<file path="src/rtl/uart_prog_pkg.sv">
// Shared definitions for the program-load UART receive and transmit paths.
package uart_prog_pkg;
  localparam int UART_DATA_BITS = 8;
  localparam int CPB_W          = 16;

  typedef enum logic [1:0] {IDLE, START, DATA, STOP} tx_state_e;

  localparam logic [1:0] ST_IDLE  = IDLE;
  localparam logic [1:0] ST_START = START;
  localparam logic [1:0] ST_DATA  = DATA;
  localparam logic [1:0] ST_STOP  = STOP;
endpackage

</file>
<file path="src/rtl/prog_byte_fifo.sv">
// Small synchronous FIFO; the level counter is one bit wider than the pointers.
module prog_byte_fifo #(
  parameter int WIDTH = 8,
  parameter int DEPTH = 4
) (
  input  logic                     clk,
  input  logic                     rst,
  input  logic                     push,
  input  logic [WIDTH-1:0]         wdata,
  input  logic                     pop,
  output logic [WIDTH-1:0]         rdata,
  output logic                     full,
  output logic                     empty,
  output logic [$clog2(DEPTH):0]   level
);
  localparam int AW = $clog2(DEPTH);
  localparam logic [AW:0] FULL_LVL = (AW+1)'(DEPTH);

  logic [WIDTH-1:0] mem [DEPTH];
  logic [AW-1:0]    wr_ptr;
  logic [AW-1:0]    rd_ptr;
  logic [AW:0]      level_q;
  logic             do_push;
  logic             do_pop;

  // Full/empty come from the registered level, so a pop never frees a slot in its own cycle.
  assign full    = (level_q == FULL_LVL);
  assign empty   = (level_q == '0);
  assign do_push = push & ~full;
  assign do_pop  = pop & ~empty;
  assign rdata   = mem[rd_ptr];
  assign level   = level_q;

  always_ff @(posedge clk) begin
    if (rst) begin
      wr_ptr  <= '0;
      rd_ptr  <= '0;
      level_q <= '0;
    end else begin
      if (do_push) wr_ptr <= wr_ptr + 1'b1;
      if (do_pop)  rd_ptr <= rd_ptr + 1'b1;
      case ({do_push, do_pop})
        2'b10:   level_q <= level_q + 1'b1;
        2'b01:   level_q <= level_q - 1'b1;
        default: level_q <= level_q;
      endcase
    end
  end

  always_ff @(posedge clk) begin
    if (do_push) mem[wr_ptr] <= wdata;
  end
endmodule

</file>
<file path="src/rtl/uart_tx_prog.sv">
// 8-N-1 UART transmitter with runtime bit period, fed from a small byte FIFO.
module uart_tx_prog
  import uart_prog_pkg::*;
#(
  parameter int FIFO_DEPTH = 4,
  parameter int STOP_BITS  = 1
) (
  input  logic                          clk_i,
  input  logic                          rst_i,
  input  logic [CPB_W-1:0]              clks_per_bit_i,
  input  logic                          tx_valid_i,
  input  logic [UART_DATA_BITS-1:0]     tx_byte_i,
  output logic                          tx_ready_o,
  output logic                          tx_o,
  output logic                          tx_active_o,
  output logic                          frame_done_o,
  output logic [$clog2(FIFO_DEPTH):0]   fifo_level_o
);
  localparam logic [2:0] LAST_DATA = 3'(UART_DATA_BITS - 1);
  localparam logic [2:0] LAST_STOP = 3'(STOP_BITS - 1);

  logic [1:0]                state_q;
  logic [CPB_W-1:0]          cnt_q;
  logic [CPB_W-1:0]          cpb_q;
  logic [2:0]                bit_idx_q;
  logic [UART_DATA_BITS-1:0] shreg_q;
  logic                      tx_q;
  logic                      active_q;

  logic [UART_DATA_BITS-1:0] fifo_rdata;
  logic                      fifo_full;
  logic                      fifo_empty;
  logic                      bit_end;
  logic                      last_stop;
  logic                      pop;

  function automatic logic [CPB_W-1:0] cpb_eff(input logic [CPB_W-1:0] c);
    return (c == '0) ? CPB_W'(1) : c;
  endfunction

  prog_byte_fifo #(
    .WIDTH (UART_DATA_BITS),
    .DEPTH (FIFO_DEPTH)
  ) u_fifo (
    .clk   (clk_i),
    .rst   (rst_i),
    .push  (tx_valid_i),
    .wdata (tx_byte_i),
    .pop   (pop),
    .rdata (fifo_rdata),
    .full  (fifo_full),
    .empty (fifo_empty),
    .level (fifo_level_o)
  );

  assign bit_end      = (cnt_q == '0);
  assign last_stop    = (state_q == ST_STOP) && bit_end && (bit_idx_q == LAST_STOP);
  // Popping from STOP chains frames with no idle gap between them.
  assign pop          = ~fifo_empty && ((state_q == ST_IDLE) || last_stop);
  assign tx_ready_o   = ~fifo_full;
  assign tx_o         = tx_q;
  assign tx_active_o  = active_q;
  assign frame_done_o = last_stop;

  always_ff @(posedge clk_i) begin
    if (rst_i) begin
      state_q   <= ST_IDLE;
      cnt_q     <= '0;
      bit_idx_q <= '0;
      tx_q      <= 1'b1;
      active_q  <= 1'b0;
    end else if (pop) begin
      state_q  <= ST_START;
      cnt_q    <= cpb_eff(clks_per_bit_i) - 1'b1;
      tx_q     <= 1'b0;
      active_q <= 1'b1;
    end else if (!bit_end) begin
      cnt_q <= cnt_q - 1'b1;
    end else begin
      case (state_q)
        ST_START: begin
          state_q   <= ST_DATA;
          bit_idx_q <= '0;
          cnt_q     <= cpb_q - 1'b1;
          tx_q      <= shreg_q[0];
        end
        ST_DATA: begin
          cnt_q <= cpb_q - 1'b1;
          if (bit_idx_q == LAST_DATA) begin
            state_q   <= ST_STOP;
            bit_idx_q <= '0;
            tx_q      <= 1'b1;
          end else begin
            bit_idx_q <= bit_idx_q + 1'b1;
            tx_q      <= shreg_q[1];
          end
        end
        ST_STOP: begin
          if (bit_idx_q == LAST_STOP) begin
            state_q  <= ST_IDLE;
            active_q <= 1'b0;
          end else begin
            bit_idx_q <= bit_idx_q + 1'b1;
            cnt_q     <= cpb_q - 1'b1;
          end
        end
        default: state_q <= ST_IDLE;
      endcase
    end
  end

  always_ff @(posedge clk_i) begin
    if (pop) begin
      shreg_q <= fifo_rdata;
      cpb_q   <= cpb_eff(clks_per_bit_i);
    end else if ((state_q == ST_DATA) && bit_end) begin
      shreg_q <= {1'b0, shreg_q[UART_DATA_BITS-1:1]};
    end
  end
endmodule

</file>
<file path="config.mk">
export PLATFORM = sky130hd
export DESIGN_NAME = uart_tx_prog
export DESIGN_NICKNAME = d
export VERILOG_FILES = /design/src/rtl/uart_prog_pkg.sv /design/src/rtl/prog_byte_fifo.sv /design/src/rtl/uart_tx_prog.sv
export SDC_FILE = /design/constraint.sdc
export NUM_CORES = 1
export LEC_CHECK = 0
export CORE_MARGIN = 2
export CORE_UTILIZATION = 50
export CTS_BUF_LIST = sky130_fd_sc_hd__clkbuf_8
export DETAILED_ROUTE_END_ITERATION = 8
export GPL_TIMING_DRIVEN = 0
export PLACE_DENSITY = 0.78
export SLEW_MARGIN = 30
export SYNTH_ARGS = -nofsm -noshare
export SYNTH_HDL_FRONTEND = slang
export SYNTH_SLANG_ARGS = --single-unit
export TNS_END_PERCENT = 20
</file>
<file path="constraint.sdc">
create_clock -name clk_i -period 7.99 [get_ports clk_i]
set_clock_uncertainty 0.05 [all_clocks]
set_input_delay 1.1985 -clock clk_i [delete_from_list [all_inputs] [get_ports clk_i]]
set_output_delay 1.1985 -clock clk_i [all_outputs]
set_load 0.03 [all_outputs]
</file>
==> summary.txt <==
Slew headroom = 48.4%
nature of the critical path startpoint = flop
Final HPWL DP = 6370 um
Post-Synth Adder-Cell Area = 4.59%
uppermost layer routed = met4
Global Route Usage Sum = 20.7%
CP required = 8.25 ns
fin area = 4910 um^2
status = complete, no violations
Pwr Density = 402 nW/um^2
placed cell area = 4710 um^2
IO Pins = 34
clock slew at reported path FFs = 0.10 ns
vias per cell = 5.80
Synth Area per Inst = 11.3 um^2
final hold viol count = 0
mux cell area share after synthesis = 6.38%
Primary FF master, synth = edfxtp_1
sequential share of the synthesized area = 54.6%
Wirelength per Cell = 16.5 um
Synth area leaders = edfxtp_1 40%, dfxtp_1 15%, mux4_2 4.2%, ha_1 4.1%, nand2_1 3.4%
VDD IR max = 0.194 mV
fin crit share = 52.9%
worst skew pair latency = 0.36 ns
worst min path class = reg2reg
final wirelength = 8770 um
synthesized area = 4260 um^2
Warnings, synthesis = 0
hold_buf cts = 0
leakage = 1.75 nW
largest net degree at the start of global routing = 20
Simple-Gate Fraction of Synth Area = 15.3%
Tot Pwr = 1.98 mW
met2 wire length = 4240 um
Crit Path Class = reg2reg
Slew Limit Fails = 0
Clock Sinks = 88
met1 WL = 3950 um
DRC violations left = 0
CTS root buf = clkbuf_8
Commonest cells post-synth = 56 x edfxtp_1, 39 x nand2_1, 32 x dfxtp_1
Finished Core Util = 59.8%
#FFs+latches synth = 88
Starting Density = 51.8%
RSZ-0062 raised after global routing = no
XOR/XNOR Fraction of Synth Area = 2.26%
Row Count = 33
dpl ws = 3.84 ns
post-cts sizing count = 0
gp weighted congestion = 0.895
CTS Buffer Depth = 2
Worst-Margin Slew = 0.767 ns
ANT nets after route = 0
DR WL met3 = 438 um
Synth area leader = edfxtp_1
share of the synthesized area in the top cell type = 39.5%
Via Count = 3073
fillcell total = 664
Detailed Routing Iterations Pass 1 = 4
async set-reset flop share out of synthesis = 0%
vias in the first global route = 2930
Arrival @ worst endpoint = 4.48 ns
maxcap violations = 0
antenna violations before repair = 0
CORE AREA = 8220 um^2
global route overflow = 0
layout cells sized above 1 = 12.0%
total setup buffers inserted after CTS = 0
H-tree depth = 3
die width = 96.3 um
Synth-to-Final Area Change = 15.5%
Initial DRC Count = 185
largest family of logic cells by synthesized area = simple AND/OR/NAND/NOR gates
CTS tree = yes
CTS Buf Count = 9
Setup crit end kind = flop
I/O Buffers = 32
first-pass GRT wire length = 14400 um
final setup fails = 0
Synth Instances = 377
final setup TNS = 0 ns
fin worst setup slack = 3.76 ns
number of synthesized flops with an enable pin = 56
chip height = 96.3 um
Critical Path Fanout Max = 10
minimum clock period = 4.23 ns
Mapped Nets = 419
n_diodes = 0
fin nets = 462
Compound-Gate Fraction of Synth Area = 13.1%
Achievable Freq = 237 MHz
Distinct cells, synth = 68
die area = 9270 um^2
most frequent cell after synthesis = edfxtp_1
==> path summary, 6_finish.rpt <==
path	slack (ns)	start	depth (start not counted)	endpoint
setup / recovery	3.76	cnt_q[0]	14	cnt_q[12]
setup reg to reg	3.76	cnt_q[0]	14	cnt_q[12]
hold / removal	0.46	u_fifo.wr_ptr[1]	2	u_fifo.wr_ptr[1]
hold reg to reg	0.46	u_fifo.wr_ptr[1]	2	u_fifo.wr_ptr[1]
==> cells by family after synthesis <==
kind of cell / Yosys count
DFF: 88
buffers and inverters: 40
muxes: 16
and+or+nand+nor: 125
adders and majority gates: 15
AOI/OAI and AO/OA: 82
xor gates and xnor gates: 11
==> flip-flops by register name (all words and copies together) (netlist names), named ones only <==
| name | flops |
|---|---|
| cpb_q | 16 |
| tx_active_o | 1 |
| u_fifo.level | 3 |
| u_fifo.wr_ptr | 2 |
| u_fifo.rd_ptr | 2 |
| u_fifo.mem | 32 |
| shreg_q | 8 |
| bit_idx_q | 3 |
| state_q | 2 |
| cnt_q | 16 |
| tx_o | 1 |
==> area by class of cell <==
type                    instances  area [um^2]  share of cell area [%]
flip-flops and latches         88         2320                    47.3
multi-input cells             249         1770                    36.1
repair buffers                 32          320                    6.52
well taps                     105          131                    2.67
clock buffers                   9          124                    2.52
plain buffers                  27          109                    2.21
clock inverters                 7         83.8                    1.71
inverters                      13         50.0                    1.02
==> stage by stage <==
| step | std cells | hold slack (ns) |
|---|---|---|
| after detailed placement | 514 | 0.443 |
| final | 530 | 0.455 |
| after global placement | 514 | 0.433 |
| after floorplan | 377 | 0.419 |
| after CTS | 530 | 0.457 |
| after global routing | 530 | 0.501 |
==> power by group <==
group,internal [mW],total [mW],switching [mW]
Sequential,0.643,0.715,0.0725
Combinational,0.372,0.947,0.575
Clock,0.126,0.314,0.187
Total,1.14,1.98,0.834
==> layout by cell type, fill, tap and decap left out, types with 3 or more instances in the layout <==
| master | count |
|---|---|
| a21oi_1 | 26 |
| a31oi_1 | 5 |
| and2_1 | 3 |
| and3_1 | 5 |
| buf_1 | 3 |
| buf_2 | 3 |
| clkbuf_1 | 20 |
| clkbuf_8 | 9 |
| clkdlybuf4s50_1 | 32 |
| dfxtp_1 | 32 |
| edfxtp_1 | 56 |
| ha_1 | 14 |
| inv_1 | 12 |
| inv_8 | 3 |
| mux2i_1 | 4 |
| mux4_2 | 8 |
| nand2_1 | 39 |
| nand2b_1 | 3 |
| nand3_1 | 3 |
| nor2_1 | 31 |
| nor3_1 | 10 |
| o21a_1 | 3 |
| o21ai_0 | 19 |
| o31ai_1 | 3 |
| o32a_1 | 3 |
| or3_2 | 3 |
| or4_1 | 7 |
| xnor2_1 | 4 |
| xor2_1 | 7 |
==> worst max-delay path, stage by stage, from the launching register on <==
cell and delay (ns):
dfxtp_1 0.34, nor4_1 0.61, and3_1 0.37, a31oi_4 0.16
clkinv_2 0.15, buf_2 0.25, buf_1 0.40, nor2_1 0.10
a21oi_1 0.15, ha_1 0.23, o311ai_1 0.13, mux2i_2 0.30
nand2_1 0.21, or4_1 0.56, a21oi_1 0.14
==> per-layer routing <==
| metal | vias to the layer above | global-route usage, % |
|---|---|---|
| li1 | 1475 | - |
| met1 | 1498 | 27.6 |
| met2 | 86 | 33.1 |
| met3 | 14 | 4.86 |
| met4 | 0 | 7.74 |
| met5 | - | 0 |
Power figures use the tool's default switching activity.
